File: src/rtl/lc3_mmio_pkg.sv
// lc3_mmio_pkg: address map, access-FSM encoding, register bit positions
// and interrupt vectors shared by the LC-3 memory-mapped I/O unit.
package lc3_mmio_pkg;

    localparam logic [15:0] IO_BASE   = 16'hFE00;
    localparam logic [15:0] KBSR_ADDR = 16'hFE00;
    localparam logic [15:0] KBDR_ADDR = 16'hFE02;
    localparam logic [15:0] DSR_ADDR  = 16'hFE04;
    localparam logic [15:0] DDR_ADDR  = 16'hFE06;
    localparam logic [15:0] MCR_ADDR  = 16'hFFFE;

    localparam int READY_BIT = 15;
    localparam int IE_BIT    = 14;

    localparam logic [7:0] KBD_VEC  = 8'h80;
    localparam logic [7:0] DISP_VEC = 8'h81;

    typedef enum logic {
        IDLE = 1'b0,
        RESP = 1'b1
    } acc_state_e;

endpackage

File: src/rtl/lc3_mmio_fsm.sv
// lc3_mmio_fsm: IDLE/RESP access sequencer. Raises commit for the single
// edge on which an I/O access takes effect, then returns r for one cycle.
module lc3_mmio_fsm
    import lc3_mmio_pkg::*;
(
    input  logic clk,
    input  logic rst,
    input  logic acc_valid,
    input  logic is_io,
    output logic commit,
    output logic r
);

    acc_state_e state, state_next;

    // State register; reset drops any access in flight.
    always_ff @(posedge clk) begin
        if (rst) state <= IDLE;
        else     state <= state_next;
    end

    // Next state and strobes; a request held high during RESP is not re-sampled.
    always_comb begin
        state_next = state;
        commit     = 1'b0;
        r          = 1'b0;
        case (state)
            IDLE: begin
                if (acc_valid && is_io) begin
                    commit     = 1'b1;
                    state_next = RESP;
                end
            end
            RESP: begin
                r          = 1'b1;
                state_next = IDLE;
            end
            default: state_next = IDLE;
        endcase
    end

endmodule

File: src/rtl/lc3_mmio.sv
// lc3_mmio: LC-3 device registers KBSR/KBDR/DSR/DDR/MCR with keyboard and
// display byte streams. Optional interrupt outputs under LC3_MMIO_IRQ_EN.
module lc3_mmio
    import lc3_mmio_pkg::*;
(
    input  logic        clk,
    input  logic        rst,
    input  logic        acc_valid,
    input  logic        acc_we,
    input  logic [15:0] acc_addr,
    input  logic [15:0] acc_wdata,
    output logic        is_io,
    output logic [15:0] acc_rdata,
    output logic        r,
    input  logic        kbd_valid,
    input  logic [7:0]  kbd_data,
    output logic        kbd_ready,
    output logic        disp_valid,
    output logic [7:0]  disp_data,
    input  logic        disp_ready,
`ifdef LC3_MMIO_IRQ_EN
    output logic        irq,
    output logic [7:0]  irq_vec,
`endif
    output logic        run
);

    // Only the architecturally meaningful bits of KBSR/DSR/KBDR/DDR are stored.
    logic        kbsr_rdy, kbsr_ie;
    logic        dsr_rdy, dsr_ie;
    logic [7:0]  kbd_byte;
    logic [7:0]  ddr_byte;
    logic [15:0] mcr;
    logic [15:0] rdata_p1;
    logic [15:0] rd_val;
    logic        commit;

    assign is_io      = (acc_addr >= IO_BASE);
    assign kbd_ready  = ~kbsr_rdy;
    assign disp_valid = ~dsr_rdy;
    assign disp_data  = ddr_byte;
    assign run        = mcr[READY_BIT];
    assign acc_rdata  = rdata_p1;

    lc3_mmio_fsm u_fsm (
        .clk       (clk),
        .rst       (rst),
        .acc_valid (acc_valid),
        .is_io     (is_io),
        .commit    (commit),
        .r         (r)
    );

    // Read-data mux over the device-register map; holes read as zero.
    always_comb begin
        rd_val = 16'h0000;
        case (acc_addr)
            KBSR_ADDR: rd_val = {kbsr_rdy, kbsr_ie, 14'h0000};
            KBDR_ADDR: rd_val = {8'h00, kbd_byte};
            DSR_ADDR:  rd_val = {dsr_rdy, dsr_ie, 14'h0000};
            DDR_ADDR:  rd_val = {8'h00, ddr_byte};
            MCR_ADDR:  rd_val = mcr;
            default:   rd_val = 16'h0000;
        endcase
    end

    // Register file: CPU access on commit, plus keyboard capture and display completion.
    always_ff @(posedge clk) begin
        if (rst) begin
            kbsr_rdy <= 1'b0;
            kbsr_ie  <= 1'b0;
            kbd_byte <= 8'h00;
            dsr_rdy  <= 1'b1;
            dsr_ie   <= 1'b0;
            ddr_byte <= 8'h00;
            mcr      <= 16'h8000;
            rdata_p1 <= 16'h0000;
        end else begin
            if (commit) begin
                rdata_p1 <= acc_we ? 16'h0000 : rd_val;
                if (acc_we) begin
                    case (acc_addr)
                        KBSR_ADDR: kbsr_ie <= acc_wdata[IE_BIT];
                        DSR_ADDR:  dsr_ie  <= acc_wdata[IE_BIT];
                        DDR_ADDR: begin
                            if (dsr_rdy) begin
                                ddr_byte <= acc_wdata[7:0];
                                dsr_rdy  <= 1'b0;
                            end
                        end
                        MCR_ADDR:  mcr <= acc_wdata;
                        default: ;
                    endcase
                end else if (acc_addr == KBDR_ADDR) begin
                    kbsr_rdy <= 1'b0;
                end
            end
            // Capture after the read-clear so a simultaneous arrival is never lost.
            if (kbd_valid && kbd_ready) begin
                kbd_byte <= kbd_data;
                kbsr_rdy <= 1'b1;
            end
            if (disp_valid && disp_ready) begin
                dsr_rdy <= 1'b1;
            end
        end
    end

`ifdef LC3_MMIO_IRQ_EN
    // Registered interrupt request; keyboard wins the vector when both are active.
    always_ff @(posedge clk) begin
        if (rst) begin
            irq     <= 1'b0;
            irq_vec <= DISP_VEC;
        end else begin
            irq     <= (kbsr_rdy & kbsr_ie) | (dsr_rdy & dsr_ie);
            irq_vec <= (kbsr_rdy & kbsr_ie) ? KBD_VEC : DISP_VEC;
        end
    end
`endif

endmodule

File: config.mk
export PLATFORM = sky130hd
export DESIGN_NAME = lc3_mmio
export DESIGN_NICKNAME = d
export VERILOG_FILES = /design/src/rtl/lc3_mmio_pkg.sv /design/src/rtl/lc3_mmio_fsm.sv /design/src/rtl/lc3_mmio.sv
export SDC_FILE = /design/constraint.sdc
export NUM_CORES = 1
export LEC_CHECK = 0
export CORE_UTILIZATION = 40
export DETAILED_ROUTE_END_ITERATION = 10
export HOLD_SLACK_MARGIN = 0.03
export PLACE_DENSITY = 0.73
export SYNTH_ARGS = -nofsm -noshare
export SYNTH_HDL_FRONTEND = slang
export SYNTH_SLANG_ARGS = --single-unit
File: constraint.sdc
create_clock -name clk -period 2.6 [get_ports clk]
set_clock_uncertainty 0.2 [all_clocks]
set_input_delay 0.78 -clock clk [delete_from_list [all_inputs] [get_ports clk]]
set_output_delay 0.78 -clock clk [all_outputs]
set_load 0.05 [all_outputs]
Word level (Yosys, flattened, before mapping)
Cells that the tools add are included.
{ "classes": {"magnitude_cmp": 1, "eq_ne": 6, "n_mux": 10, "bitwise": 3, "reduce_logical": 12} }
{ "op_table": {"columns": ["op", "n"], "rows": [
  ["$eq 16x16->1 const B", 5],
  ["$pmux 16 s5", 1],
  ["$ge 16x16->1 const B", 1],
  ["$mux 16", 1],
  ["$reduce_and 3->1", 5],
  ["$mux 1", 7],
  ["$reduce_and 4->1", 1],
  ["$reduce_bool 2->1", 2],
  ["$logic_and 1x1->1", 3],
  ["$not 1->1", 3],
  ["$ne 2x1->1 const B", 1],
  ["$pmux 1 s2", 1],
  ["$reduce_or 2->1", 1]
]} }
{ "word_totals": {"regBits": 53, "input_bits": 46, "output_inout_bits": 29, "word_cells": 41} }

Longest topological paths before layout
{ "logic_depth": {"ltp_word": 6, "mapped_depth": 7, "depth_no_buf": 4} }

By module
From an unflattened synthesis, not the netlist that was laid out.
{ "hier_totals": {"hier_cells": 288, "area_unflattened_um2": 2459.9} }
{ "by_module_without_submodules": {"columns": ["mod", "instances", "cells_per_inst", "area_each_um2", "seq_area_each_um2"], "rows": [
  ["lc3_mmio", 1, 285, 2417.3, 1041.0],
  ["lc3_mmio_fsm", 1, 3, 42.5, 20.0]
]} }

Worst setup path before layout
Ideal clock, no wire load.
{ "synth_timing": {"path_type": "input to register", "from": "input acc_addr[3]", "to": "register dsr_ie", "setup_time_ps": 70, "arrival_ps": 2381, "t_required_ps": 2330, "path_slack_ps": -52, "path_stages": 5, "path_buffers": 1, "path_cell_list": "or4_4 buf_6 or4_4 or3_1 a21oi_1"} }
{ "synth_between": {"elab_chain_len": 5, "word_cells_on_any_way": 6, "classes_between": "1 x order compare; 1 x eq/ne; 2 x mux; 2 x reduce/logical"} }
{ "synth_rtl": {"columns": ["item", "line", "source"], "rows": [
  ["start: declaration", "lc3_mmio.sv:10", "input logic [15:0] acc_addr,"],
  ["$ge 16x16->1", "lc3_mmio.sv:38", "assign is_io = (acc_addr >= IO_BASE);"],
  ["$logic_and 1x1->1", "lc3_mmio_fsm.sv:29", "if (acc_valid && is_io) begin"],
  ["$mux 1", "lc3_mmio_fsm.sv:29", null],
  ["$mux 1", "lc3_mmio_fsm.sv:27", "case (state)"],
  ["$reduce_and 3->1 (no line) (*)", null, null],
  ["end signal: assignment", "lc3_mmio.sv:84", "DSR_ADDR: dsr_ie <= acc_wdata[IE_BIT];"],
  ["end: declaration", "lc3_mmio.sv:30", "logic dsr_rdy, dsr_ie;"]
]} }
Mark *: on every way between the ends. The rest lies on a longest branch, timed or not.
A chain may end at the register's enable or synchronous reset.

Worst setup path after layout
{ "layout_timing": {"from": "input acc_addr[14]", "to": "output is_io"} }
{ "layout_between": {"elab_chain_len": 1} }
{ "layout_rtl": {"columns": ["item", "line", "source"], "rows": [
  ["$ge 16x16->1", "lc3_mmio.sv:38", null],
  ["end: declaration", "lc3_mmio.sv:12", "output logic is_io,"]
]} }
Every way passes these cells.

==> flow_metrics.py <==
metrics = {
    "sta": {
        "timing.final.crit_share_pct": 97.7,
        "setup_ws_ns": 0.0585,
        "setup_tns_ns": 0,
        "setup_viol": 0,
        "fin_hold_ws_ns": 0.253,
        "min_period_ns": 2.54,
        "timing.final.hold_violations": 0,
        "fmax_mhz": 393,
        "worst_slew_pin_slew_ns": 0.529,
        "maxSlewHeadroom_pct": 64.6,
        "slew_violations": 0,
    },
    "route": {
        "drtIter0Drc": 199,
        "post_drt_wl_per_cell_um": 16.8,
        "viasPerCell": 5.75,
        "wl_um": 7540,
        "first_pass_iters": 5,
        "routed-via-count": 2574,
        "final_antenna_net_count": 0,
        "drc": 0,
    },
    "cells_and_area": {
        "fin_nets": 421,
        "diodes": 0,
        "fin_area_um2": 3720,
        "layout_commonest_cell": "clkdlybuf4s50_1",
        "layout-drive-gt1-share_pct": 21.8,
        "instances_no_fill": 448,
        "syn_to_final_growth_pct": 57.2,
        "final_util_pct": 66.4,
        "layout_common_cells": "55 x clkdlybuf4s50_1, 53 x dfxtp_1, 36 x buf_4",
    },
    "worst_setup_path": {
        "critPathLaunchType": "input pin",
        "crit_fanout": 8,
        "critPathKind": "in2out",
        "critPathArrivalTime_ns": 1.56,
        "required_ns": 1.62,
        "end_kind": "output port",
    },
    "logic_synthesis": {
        "yosysUniqueCellTypes": 42,
        "netlist_instances": 267,
        "syn_area_um2": 2370,
        "yosysWarnings": 0,
        "synth-seq-area-share_pct": 44.8,
        "syn-num-nets": 313,
        "synth_seq_cells": 53,
        "syn_avg_cell_area_um2": 8.88,
    },
    "hold_path": {
        "hold_path_class": "reg2reg",
    },
    "clock_tree": {
        "tritoncts": "yes",
        "hold_buffers": 0,
        "ctsHtreeMaxLevel": 2,
        "clock_latency_ns": 0.31,
        "cts_buffers": 5,
        "root_buffer": "clkbuf_8",
        "clk_pin_slew_ns": 0.09,
        "clock_sink_count": 53,
        "clockBufferDepth": 2,
    },
    "power": {
        "p_leak_nw": 1.37,
        "total_power_mw": 1.47,
        "power_density_nw_per_um2": 394,
        "peakVddDrop_mv": 0.205,
    },
    "placement": {
        "gp_congestion": 0.790,
        "dp.cells": 430,
        "numPortBuffers": 74,
        "place_ws_ns": -0.498,
        "placed_area_um2": 3450,
        "dp.final_hpwl_um": 5020,
    },
    "floorplanning": {
        "die_area_um2": 6240,
        "die_y_um": 79.0,
        "core_um2": 5610,
        "die_w_um": 79.0,
        "initial_core_util_pct": 42.3,
        "num_rows": 27,
        "ios": 75,
    },
    "run_status": {
        "run_status": "completed",
    },
    "grt": {
        "grt_start_max_net_pins": 53,
        "grt_pass1_vias": 2464,
        "grt_pass1_wl_um": 11700,
        "globalRouteOverflowTotal": 0,
        "grt_antenna_before_repair": 0,
        "track_usage_pct": 24.0,
    },
    "flow_run": {
        "maxCapViolCount": 0,
    },
}
worst paths after layout:
path	from	end	slack, ns	cells after the start
min	acc_rdata[12]	acc_rdata[12]	0.25	2
max	acc_addr[14]	is_io	0.06	5
max reg2reg	u_fsm.state	acc_rdata[0]	0.64	4
min reg2reg	acc_rdata[12]	acc_rdata[12]	0.25	2
report_power, final:
group,internal (mW),switching (mW)
logic,0.0991,0.0845
registers,0.820,0.00460
clock network,0.192,0.269
total,1.11,0.358
layer usage:
layer	vias to the layer above	part of all wire [%]	GRT usage (%)
met5	-	0	0
met4	0	2.7	9.45
met3	20	8.6	4.14
met2	120	47	39.3
met1	1208	42	31.4
li1	1226	-	-
final cells by class:
cell class	count	area [µm²]
sequential	53	1060
clock buffer	6	72.6
multi-input combinational	188	1280
fill	482	1880
tap	72	90.1
inverter	4	15.0
timing repair buffer	123	1190
clock inverter	2	13.8
worst max-delay path: stages:
cell and delay [ns]:
dlygate4sd2_1 0.24, nand4_4 0.12, buf_6 0.16, nor2_4 0.12, buf_12 0.14
logic make-up (layout without fill, tap and decap cells):
family	Yosys count	after routing	synth area share (%)
and+or+nand+nor	90	91	24.1
AOI/OAI and AO/OA	88	88	22.4
DFF	53	53	44.8
buffers and inverters	27	135	4.86
muxes	9	9	3.85
flip-flops by register name (all words and copies together) (netlist names):
| register | flops |
|---|---|
| acc_rdata | 16 |
| disp_data | 8 |
| dsr_ie | 1 |
| dsr_rdy | 1 |
| kbd_byte | 8 |
| kbsr_ie | 1 |
| kbsr_rdy | 1 |
| mcr | 16 |
| u_fsm.state | 1 |
what timing repair did:
| action | 4_1_cts | 5_1_grt |
|---|---|---|
| setup buffers | 4 | 4 |
| endpoints found under the hold margin | 0 | 0 |
| cloned | 2 | 0 |
| resized for setup | 33 | 16 |
| pin swaps | 7 | 9 |
| setup endpoints to repair | 26 | 20 |
synthesized netlist by cell type, drive strengths merged:
cell | count | share of area, %
o2bb2ai | 2 | 0.74
mux2 | 1 | 0.48
nand4bb | 1 | 0.48
a22oi | 16 | 5.1
or4 | 4 | 1.6
nand3 | 27 | 5.7
o41ai | 1 | 0.37
dfxtp | 53 | 45
nand3b | 2 | 0.63
clkbuf | 18 | 2.9
or4b | 2 | 0.84
a221oi | 8 | 3.0
o22ai | 2 | 0.53
nor2 | 14 | 2.2
inv | 4 | 0.63
or2 | 1 | 0.26
buf | 5 | 1.4
nand4b | 8 | 3.2
nand4 | 3 | 1.4
o21ai | 26 | 5.5
nand2 | 16 | 2.5
mux2i | 8 | 3.4
a21oi | 31 | 6.5
nand2b | 1 | 0.26
nor4b | 2 | 1.0
a32oi | 2 | 0.74
or3 | 1 | 0.26
and3b | 1 | 0.37
nor2b | 1 | 0.26
nor3 | 2 | 0.42
nor4 | 4 | 2.6
Note: power is estimated with default switching activity, not from simulation.
